$ cat src/rtl/rvm_mem_arb_if.sv
// Bundled signals of the memory-port arbiter: per-port requester handshakes,
// shared response bus and the single core memory bus.
interface rvm_mem_arb_if #(
  parameter int NPORTS = 2,
  parameter int AW     = 32,
  parameter int DW     = 32
);
  localparam int BW = DW / 8;

  logic [NPORTS-1:0]    req_valid;
  logic [NPORTS-1:0]    req_ready;
  logic [NPORTS*AW-1:0] req_addr;
  logic [NPORTS*DW-1:0] req_wdata;
  logic [NPORTS-1:0]    req_wen;
  logic [NPORTS*BW-1:0] req_b_en;

  logic [NPORTS-1:0]    rsp_valid;
  logic [DW-1:0]        rsp_rdata;
  logic                 rsp_error;

  logic [AW-1:0]        mem_addr;
  logic [DW-1:0]        mem_rdata;
  logic [DW-1:0]        mem_wdata;
  logic                 mem_c_en;
  logic                 mem_w_en;
  logic [BW-1:0]        mem_b_en;
  logic                 mem_error;
  logic                 mem_stall;

  // The arbiter side: serves the requesters and drives the memory bus.
  modport slave (
    input  req_valid, req_addr, req_wdata, req_wen, req_b_en,
    input  mem_rdata, mem_error, mem_stall,
    output req_ready, rsp_valid, rsp_rdata, rsp_error,
    output mem_addr, mem_wdata, mem_c_en, mem_w_en, mem_b_en
  );

  // The environment side: requesters plus the memory itself.
  modport master (
    output req_valid, req_addr, req_wdata, req_wen, req_b_en,
    output mem_rdata, mem_error, mem_stall,
    input  req_ready, rsp_valid, rsp_rdata, rsp_error,
    input  mem_addr, mem_wdata, mem_c_en, mem_w_en, mem_b_en
  );
endinterface

$ cat src/rtl/rvm_mem_arb.sv
// Memory-port arbiter: multiplexes NPORTS valid/ready requesters onto the core's
// single memory bus, with round-robin or fixed priority and a stall timeout.
module rvm_mem_arb #(
  parameter int NPORTS    = 2,
  parameter int AW        = 32,
  parameter int DW        = 32,
  parameter int PRIO_MODE = 0,
  parameter int TIMEOUT   = 255
) (
  input logic          clk,
  input logic          reset,
  rvm_mem_arb_if.slave bus
);
  localparam int BW = DW / 8;
  localparam int PW = (NPORTS > 1) ? $clog2(NPORTS) : 1;
  localparam int CW = $clog2(TIMEOUT + 2);

  typedef enum logic {IDLE, BUSY} state_t;

  state_t        state;
  logic [PW-1:0] last_grant;
  logic [PW-1:0] cur_port;
  logic [CW-1:0] stall_cnt;

  logic          timeout_hit;
  logic          complete;
  logic          arb_cycle;
  logic          grant_any;
  logic [PW-1:0] grant_idx;

  // i-th candidate of the search: rotating from last_grant+1, or plain index order.
  function automatic logic [PW-1:0] scan_port(input int i, input logic [PW-1:0] last);
    int idx;
    if (PRIO_MODE != 0) idx = i;
    else                idx = (int'(last) + 1 + i) % NPORTS;
    return PW'(idx);
  endfunction

  assign timeout_hit = (TIMEOUT != 0) && (state == BUSY) && bus.mem_stall &&
                       (stall_cnt == CW'(TIMEOUT));
  assign complete    = (state == BUSY) && (!bus.mem_stall || timeout_hit);
  assign arb_cycle   = !reset && ((state == IDLE) || complete);

  always_comb begin
    // NOTE: every output of a combinational block gets a default first; a path
    // that leaves one unassigned would infer a latch.
    grant_any = 1'b0;
    grant_idx = '0;
    for (int i = 0; i < NPORTS; i++) begin
      if (!grant_any && bus.req_valid[scan_port(i, last_grant)]) begin
        grant_any = 1'b1;
        grant_idx = scan_port(i, last_grant);
      end
    end
  end

  always_comb begin
    bus.req_ready = '0;
    if (arb_cycle && grant_any) bus.req_ready[grant_idx] = 1'b1;
  end

  // Pointer starts at NPORTS-1 so that the first round-robin search lands on port 0.
  always_ff @(posedge clk) begin
    // NOTE: state is updated with non-blocking assignments so every register
    // samples pre-edge values, independent of statement order.
    if (reset) begin
      state         <= IDLE;
      last_grant    <= PW'(NPORTS - 1);
      cur_port      <= '0;
      stall_cnt     <= '0;
      bus.mem_c_en  <= 1'b0;
      bus.mem_w_en  <= 1'b0;
      bus.mem_addr  <= '0;
      bus.mem_wdata <= '0;
      bus.mem_b_en  <= '0;
      bus.rsp_valid <= '0;
      bus.rsp_rdata <= '0;
      bus.rsp_error <= 1'b0;
    end else begin
      bus.rsp_valid <= complete ? (NPORTS'(1) << cur_port) : '0;
      if (complete) begin
        bus.rsp_rdata <= timeout_hit ? '0 : bus.mem_rdata;
        bus.rsp_error <= timeout_hit | bus.mem_error;
      end

      if (arb_cycle && grant_any) begin
        state         <= BUSY;
        cur_port      <= grant_idx;
        last_grant    <= grant_idx;
        stall_cnt     <= '0;
        bus.mem_c_en  <= 1'b1;
        bus.mem_w_en  <= bus.req_wen[grant_idx];
        bus.mem_addr  <= bus.req_addr[grant_idx*AW +: AW];
        bus.mem_wdata <= bus.req_wdata[grant_idx*DW +: DW];
        bus.mem_b_en  <= bus.req_b_en[grant_idx*BW +: BW];
      end else if (complete) begin
        // Address, data and enables keep their last values while idle.
        state        <= IDLE;
        bus.mem_c_en <= 1'b0;
      end else if (state == BUSY) begin
        stall_cnt <= stall_cnt + 1'b1;
      end
    end
  end
endmodule

$ cat src/flat_wrapper.sv
// flat-port wrapper written by rule: the top's interface ports become plain ports
module rvm_mem_arb_flat 
#(
  parameter int NPORTS    = 2,
  parameter int AW        = 32,
  parameter int DW        = 32,
  parameter int PRIO_MODE = 0,
  parameter int TIMEOUT   = 255
)
  (clk, reset, bus_req_valid, bus_req_addr, bus_req_wdata, bus_req_wen, bus_req_b_en, bus_mem_rdata, bus_mem_error, bus_mem_stall, bus_req_ready, bus_rsp_valid, bus_rsp_rdata, bus_rsp_error, bus_mem_addr, bus_mem_wdata, bus_mem_c_en, bus_mem_w_en, bus_mem_b_en);
  rvm_mem_arb_if #(.NPORTS(NPORTS), .AW(AW), .DW(DW)) bus_i ();
  input logic clk;
  input logic reset;
  input wire logic [$bits(bus_i.req_valid)-1:0] bus_req_valid;
  input wire logic [$bits(bus_i.req_addr)-1:0] bus_req_addr;
  input wire logic [$bits(bus_i.req_wdata)-1:0] bus_req_wdata;
  input wire logic [$bits(bus_i.req_wen)-1:0] bus_req_wen;
  input wire logic [$bits(bus_i.req_b_en)-1:0] bus_req_b_en;
  input wire logic [$bits(bus_i.mem_rdata)-1:0] bus_mem_rdata;
  input wire logic [$bits(bus_i.mem_error)-1:0] bus_mem_error;
  input wire logic [$bits(bus_i.mem_stall)-1:0] bus_mem_stall;
  output wire logic [$bits(bus_i.req_ready)-1:0] bus_req_ready;
  output wire logic [$bits(bus_i.rsp_valid)-1:0] bus_rsp_valid;
  output wire logic [$bits(bus_i.rsp_rdata)-1:0] bus_rsp_rdata;
  output wire logic [$bits(bus_i.rsp_error)-1:0] bus_rsp_error;
  output wire logic [$bits(bus_i.mem_addr)-1:0] bus_mem_addr;
  output wire logic [$bits(bus_i.mem_wdata)-1:0] bus_mem_wdata;
  output wire logic [$bits(bus_i.mem_c_en)-1:0] bus_mem_c_en;
  output wire logic [$bits(bus_i.mem_w_en)-1:0] bus_mem_w_en;
  output wire logic [$bits(bus_i.mem_b_en)-1:0] bus_mem_b_en;
  assign bus_i.req_valid = bus_req_valid;
  assign bus_i.req_addr = bus_req_addr;
  assign bus_i.req_wdata = bus_req_wdata;
  assign bus_i.req_wen = bus_req_wen;
  assign bus_i.req_b_en = bus_req_b_en;
  assign bus_i.mem_rdata = bus_mem_rdata;
  assign bus_i.mem_error = bus_mem_error;
  assign bus_i.mem_stall = bus_mem_stall;
  assign bus_req_ready = bus_i.req_ready;
  assign bus_rsp_valid = bus_i.rsp_valid;
  assign bus_rsp_rdata = bus_i.rsp_rdata;
  assign bus_rsp_error = bus_i.rsp_error;
  assign bus_mem_addr = bus_i.mem_addr;
  assign bus_mem_wdata = bus_i.mem_wdata;
  assign bus_mem_c_en = bus_i.mem_c_en;
  assign bus_mem_w_en = bus_i.mem_w_en;
  assign bus_mem_b_en = bus_i.mem_b_en;
  rvm_mem_arb #(.NPORTS(NPORTS), .AW(AW), .DW(DW), .PRIO_MODE(PRIO_MODE), .TIMEOUT(TIMEOUT)) u_core (.clk(clk), .reset(reset), .bus(bus_i));
endmodule
$ cat config.mk
export PLATFORM = sky130hd
export DESIGN_NAME = rvm_mem_arb_flat
export DESIGN_NICKNAME = d
export VERILOG_FILES = /design/src/rtl/rvm_mem_arb_if.sv /design/src/rtl/rvm_mem_arb.sv /design/src/flat_wrapper.sv
export SDC_FILE = /design/constraint.sdc
export NUM_CORES = 1
export LEC_CHECK = 0
export BUFFER_PORTS_ARGS = -buffer_cell sky130_fd_sc_hd__buf_2
export CORE_AREA = 2 2 109 111
export DETAILED_ROUTE_END_ITERATION = 16
export DIE_AREA = 0 0 111 113
export GPL_TIMING_DRIVEN = 1
export MAX_ROUTING_LAYER = met4
export PLACE_DENSITY = 0.79
export SYNTH_ARGS = -nofsm -noshare
export SYNTH_HDL_FRONTEND = slang
export SYNTH_SLANG_ARGS = --single-unit
$ cat constraint.sdc
create_clock -name clk -period 3.75 [get_ports clk]
set_clock_uncertainty 0.2 [all_clocks]
set_input_delay 0.75 -clock clk [delete_from_list [all_inputs] [get_ports clk]]
set_output_delay 0.75 -clock clk [all_outputs]
set_load 0.01 [all_outputs]
After elaboration in Yosys (flattened, before gate mapping)
Index checks and enable logic that the tools add are counted.
{"block": "totals", "inputBits": 176, "out_inout_bits": 107, "word_cells": 58, "ff_bits": 116}
{"block": "classes", "shift": 4, "n_bitwise": 3, "reduce_logical": 16, "mux": 16, "order_cmp": 4, "n_addsub": 3, "eq_ne": 1}
{"cell": "$shiftx A64 B7 Y32", "n": 2}
{"cell": "$mux W32", "n": 1}
{"cell": "$mux W1", "n": 13}
{"cell": "$add A9 B1 Y9 const B", "n": 1}
{"cell": "$eq A9 B8 Y1 const B", "n": 1}
{"cell": "$shiftx A8 B4 Y4", "n": 1}
{"cell": "$logic_and A1 B1 Y1", "n": 7}
{"cell": "$lt A1 B2 Y1 const B", "n": 3}
{"cell": "$reduce_or A2 Y1", "n": 2}
{"cell": "$logic_not A1 Y1", "n": 3}
{"cell": "$add A1 B1 Y1 const B", "n": 2}
{"cell": "$logic_or A1 B1 Y1", "n": 2}
{"cell": "$mux W2", "n": 1}
{"cell": "$not A1 Y1", "n": 2}
{"cell": "$reduce_and A2 Y1", "n": 1}
{"cell": "$reduce_bool A2 Y1", "n": 1}
{"cell": "$shl A1 B1 Y2 const A", "n": 1}
{"cell": "$demux W1 S1", "n": 1}
{"cell": "$ge A1 B1 Y1 const B", "n": 1}
{"cell": "$or A1 B1 Y1", "n": 1}

Depth between registers and ports, before layout
{"block": "logic_depth", "word_depth": 12, "depth_mapped": 10, "ltp_nobuf": 7}

Worst setup path after synthesis
OpenSTA, ideal clock, no wires.
{"block": "synth_path", "path_type": "flip-flop to output port", "start": "reg u_core.stall_cnt[0]", "end": "out bus_req_ready[1]", "n_path_buf": 2, "setup_slack_ns": 1.084, "required_ns": 2.800, "t_arrival_ns": 1.716, "stages_incl_launch_ff": 10, "path_cell_list": "dfxtp_1 ha_1 nand3_1 nor2_1 ha_1 nand3b_1 buf_2 clkbuf_1 nand2_1 nor2_1"}
{"block": "synth_between", "elab_chain_len": 8}
{"item": "start: declaration", "line_no": "rvm_mem_arb.sv:23", "text": "logic [CW-1:0] stall_cnt;"}
{"item": "start signal: assignment", "line_no": "rvm_mem_arb.sv:101", "text": "stall_cnt <= stall_cnt + 1'b1;"}
{"item": "$eq A9 B8 Y1", "line_no": "rvm_mem_arb.sv:40", "text": "(stall_cnt == CW'(TIMEOUT));"}
{"item": "$logic_and A1 B1 Y1", "line_no": "rvm_mem_arb.sv:39", "text": "assign timeout_hit = (TIMEOUT != 0) && (state == BUSY) && bus.mem_stall &&"}
{"item": "$logic_or A1 B1 Y1", "line_no": "rvm_mem_arb.sv:41", "text": "assign complete = (state == BUSY) && (!bus.mem_stall || timeout_hit);"}
{"item": "$logic_and A1 B1 Y1", "line_no": "rvm_mem_arb.sv:41"}
{"item": "$logic_or A1 B1 Y1", "line_no": "rvm_mem_arb.sv:42", "text": "assign arb_cycle = !reset && ((state == IDLE) || complete);"}
{"item": "$logic_and A1 B1 Y1", "line_no": "rvm_mem_arb.sv:42"}
{"item": "$logic_and A1 B1 Y1", "line_no": "rvm_mem_arb.sv:59", "text": "if (arb_cycle && grant_any) bus.req_ready[grant_idx] = 1'b1;"}
{"item": "$mux W2", "line_no": "rvm_mem_arb.sv:59"}
{"item": "end: declaration", "line_no": "flat_wrapper.sv:22", "text": "output wire logic [$bits(bus_i.req_ready)-1:0] bus_req_ready;"}
Every way passes these cells.

Worst setup path in the final report
Same ends and word-level chain as after synthesis.

==> flow_summary.ini <==
[run_status]
status = finished, final reports clean

[final_layout]
synthToLayoutAreaGrowth_pct = 41.4
layout-drive-gt1-share = 0.374
final_util = 0.617
final_common_cell = buf_2
mostFrequentLayoutCells = 281 x buf_2, 175 x nand2_1, 116 x dfxtp_1, 110 x a21oi_1, 69 x a311oi_1
fin_area_mm2 = 0.00696
final_cell_count_no_fill = 1020
nets = 1040

[critical_path]
cp-end-kind = output port
crit_arrival_ps = 1940
worst-endpoint-required_ps = 2800
cpPeakStageDelay_ps = 370
r2r_start = u_core.stall_cnt[0]$_SDFFE_PP0P_
cp-start-kind = register
reg2reg_to = u_core.bus.mem_wdata[6]$_SDFFE_PP0P_
r2r_cells = 9
critPathSlowestCell = dfxtp_1
critPathTopFamily = simple AND/OR/NAND/NOR gates
cp_max_fo = 5
crit_chain = ha_1, nand3_1, nor2_1, ha_1, nand3b_1, nand2_1, nor2_1, buf_2
path_buf_inv = 1
criticalPathCategory = register to output port
rrSetupSlack_ps = 980

[clock_network]
cts_tree = yes
clock-sinks = 116
ctsHtreeMaxLevel = 4
clkTransAtPathRegs_ps = 50
post_cts_buffers = 0
cts_resized = 0
insertion_delay_ps = 390
clock_path_buffers = 2
cts_buffers = 17
cts-root-buf = clkbuf_16
ctsHoldBuffers = 0

[floorplan]
rows = 39
coreArea_mm2 = 0.0113
die-area_mm2 = 0.0125
die_x_um = 111
die_h_um = 113
pin_count = 283
start_util = 0.436

[placement]
placedInstanceArea_mm2 = 0.00631
dp_hpwl_um = 11000
place_ws_ps = 968
numPortBuffers = 282
gp_congestion = 0.835
place_inst = 986

[routing]
drc = 0
detailroute.via_count = 5494
drt-total-wl_um = 16000
drt_pre_antenna_iters = 5
wl_per_cell_um = 15.7
antenna_left = 0
drt-initial-drc-count = 538
viasPerCell = 5.39

[power]
max-vdd-ir-drop_uv = 245
pwr_density_cell_mw_per_mm2 = 522
seq_power_share = 0.375
comb_power_share = 0.142
swShare = 0.245
p_int_mw = 2.74
leakagePower_nw = 3.21
p_switching_mw = 0.888
pwr-share-clk = 0.484

[timing]
period_share = 0.770
maxSlewViolCount = 0
finalSetupViolations = 0
slew-limit-headroom = 0.474
fmax_ghz = 0.346
hold_viol = 0
finalSetupTns_ps = 0
rsz0062_at_grt = no
fin_crit_ps = 2890
worstMarginPinSlew_ps = 788
worst_slack_ps = 862

[logic_synthesis]
yosysUniqueCellTypes = 36
yosys-top-cells-area = dfxtp_1 47%, nand2_1 13%, a311oi_1 12%
ys_seq_elements = 116
yosysSeqAreaShare = 0.472
ys_warn_count = 0
syn_area_per_cell_um2 = 8.04
synth_area_leader_cell = dfxtp_1
syn_inst = 612
syn_nets = 790
syn_area_mm2 = 0.00492
yosysTopAreaCellShare = 0.472

[min_path]
min-delay-start = u_core.cur_port$_SDFFE_PP0P_
holdPathStages = 1
min_to = u_core.bus.rsp_valid[0]$_SDFF_PP0_
min_path_type = register to register

[global_routing]
grt_antenna_before_repair = 2
grtUsageTotal = 0.255
grt_overflow_total = 0
grt_pass1_wl_um = 25300
grt_start_max_net_pins = 70
grt_pass1_vias = 5101

[flow_run]
drv_cap = 0
==> routing by layer <==
metal / up-vias / track usage / routed length [um]
li1: 2697 / - / -
met1: 2487 / 0.313 / 6630
met2: 279 / 0.402 / 7660
met3: 31 / 0.0686 / 1330
met4: 0 / 0.101 / 380
met5: - / - / 0
==> registers in the layout (all words and copies together), names as in the netlist <==
signal / cells
u_core.bus.rsp_valid: 2
u_core.bus.rsp_error: 1
u_core.bus.mem_w_en: 1
u_core.bus.rsp_rdata: 32
u_core.bus.mem_addr: 32
u_core.bus.mem_b_en: 4
u_core.last_grant: 1
u_core.stall_cnt: 9
u_core.bus.mem_wdata: 32
u_core.cur_port: 1
u_core.bus.mem_c_en: 1
==> how the worst max path moves through the flow <==
stage,depth (start not counted),from,end
CTS,8,u_core.stall_cnt[0]$_SDFFE_PP0P_,bus_req_ready[1]
finish,8,u_core.stall_cnt[0]$_SDFFE_PP0P_,bus_req_ready[1]
detailed placement,9,u_core.stall_cnt[0]$_SDFFE_PP0P_,u_core.bus.mem_wdata[6]$_SDFFE_PP0P_
global route,8,u_core.stall_cnt[0]$_SDFFE_PP0P_,bus_req_ready[1]
floorplan,9,u_core.stall_cnt[0]$_SDFFE_PP0P_,bus_req_ready[1]
global placement,9,u_core.stall_cnt[0]$_SDFFE_PP0P_,u_core.bus.mem_addr[27]$_SDFFE_PP0P_
==> cell families (layout without fill, tap and decap cells) <==
| kind of cell | after synthesis | after routing | synth area share |
|---|---|---|---|
| other cells | 0 | 2 | 0 |
| xor+xnor | 2 | 2 | 0.00356 |
| fa+ha+maj | 2 | 2 | 0.00509 |
| flops | 116 | 116 | 0.472 |
| simple gates | 201 | 201 | 0.167 |
| compound gates | 224 | 224 | 0.289 |
| buf+inv | 67 | 330 | 0.0639 |
==> metrics by stage <==
stage | hold slack (ps) | power [mW]
after floorplan | 216 | 1.67
after global placement | 248 | 1.89
after detailed placement | 242 | 1.90
after CTS | 254 | 3.66
after global routing | 285 | 3.78
final | 261 | 3.63
==> Yosys cell counts, drive strengths merged <==
master and instances:
dfxtp 116, nor2 6, nand4b 1, nand2 175
o21ba 1, o31ai 4, a211oi 1, or4 3
a21bo 1, a221oi 1, or3 2, and3b 1
o21ai 34, nand3b 1, a21boi 1, clkbuf 22
a311oi 69, nand2b 1, o21bai 1, nand4 1
inv 5, nor3 2, nor2b 2, a21oi 110
ha 2, xor2 1, a311o 1, nand3 4
and3 1, xnor2 1, buf 40, nor3b 1
==> layout make-up <==
cell class,count,area [um2]
Timing Repair Buffer,293,1500
Tap cell,143,179
Clock buffer,22,464
Clock inverter,10,178
Inverter,5,18.8
Fill cell,1030,4320
Sequential cell,116,2320
Multi-Input combinational cell,429,2290
Antenna cell,2,5.00
==> power by group through the flow <==
stage               Clock [mW]  Combinational [mW]  Sequential [mW]
finish                    1.76               0.514             1.36
global route              1.84               0.566             1.37
CTS                       1.78               0.516             1.36
detailed placement           0               0.516             1.38
global placement             0               0.509             1.38
floorplan                    0               0.250             1.42
Note: power is estimated with default switching activity, not from simulation.
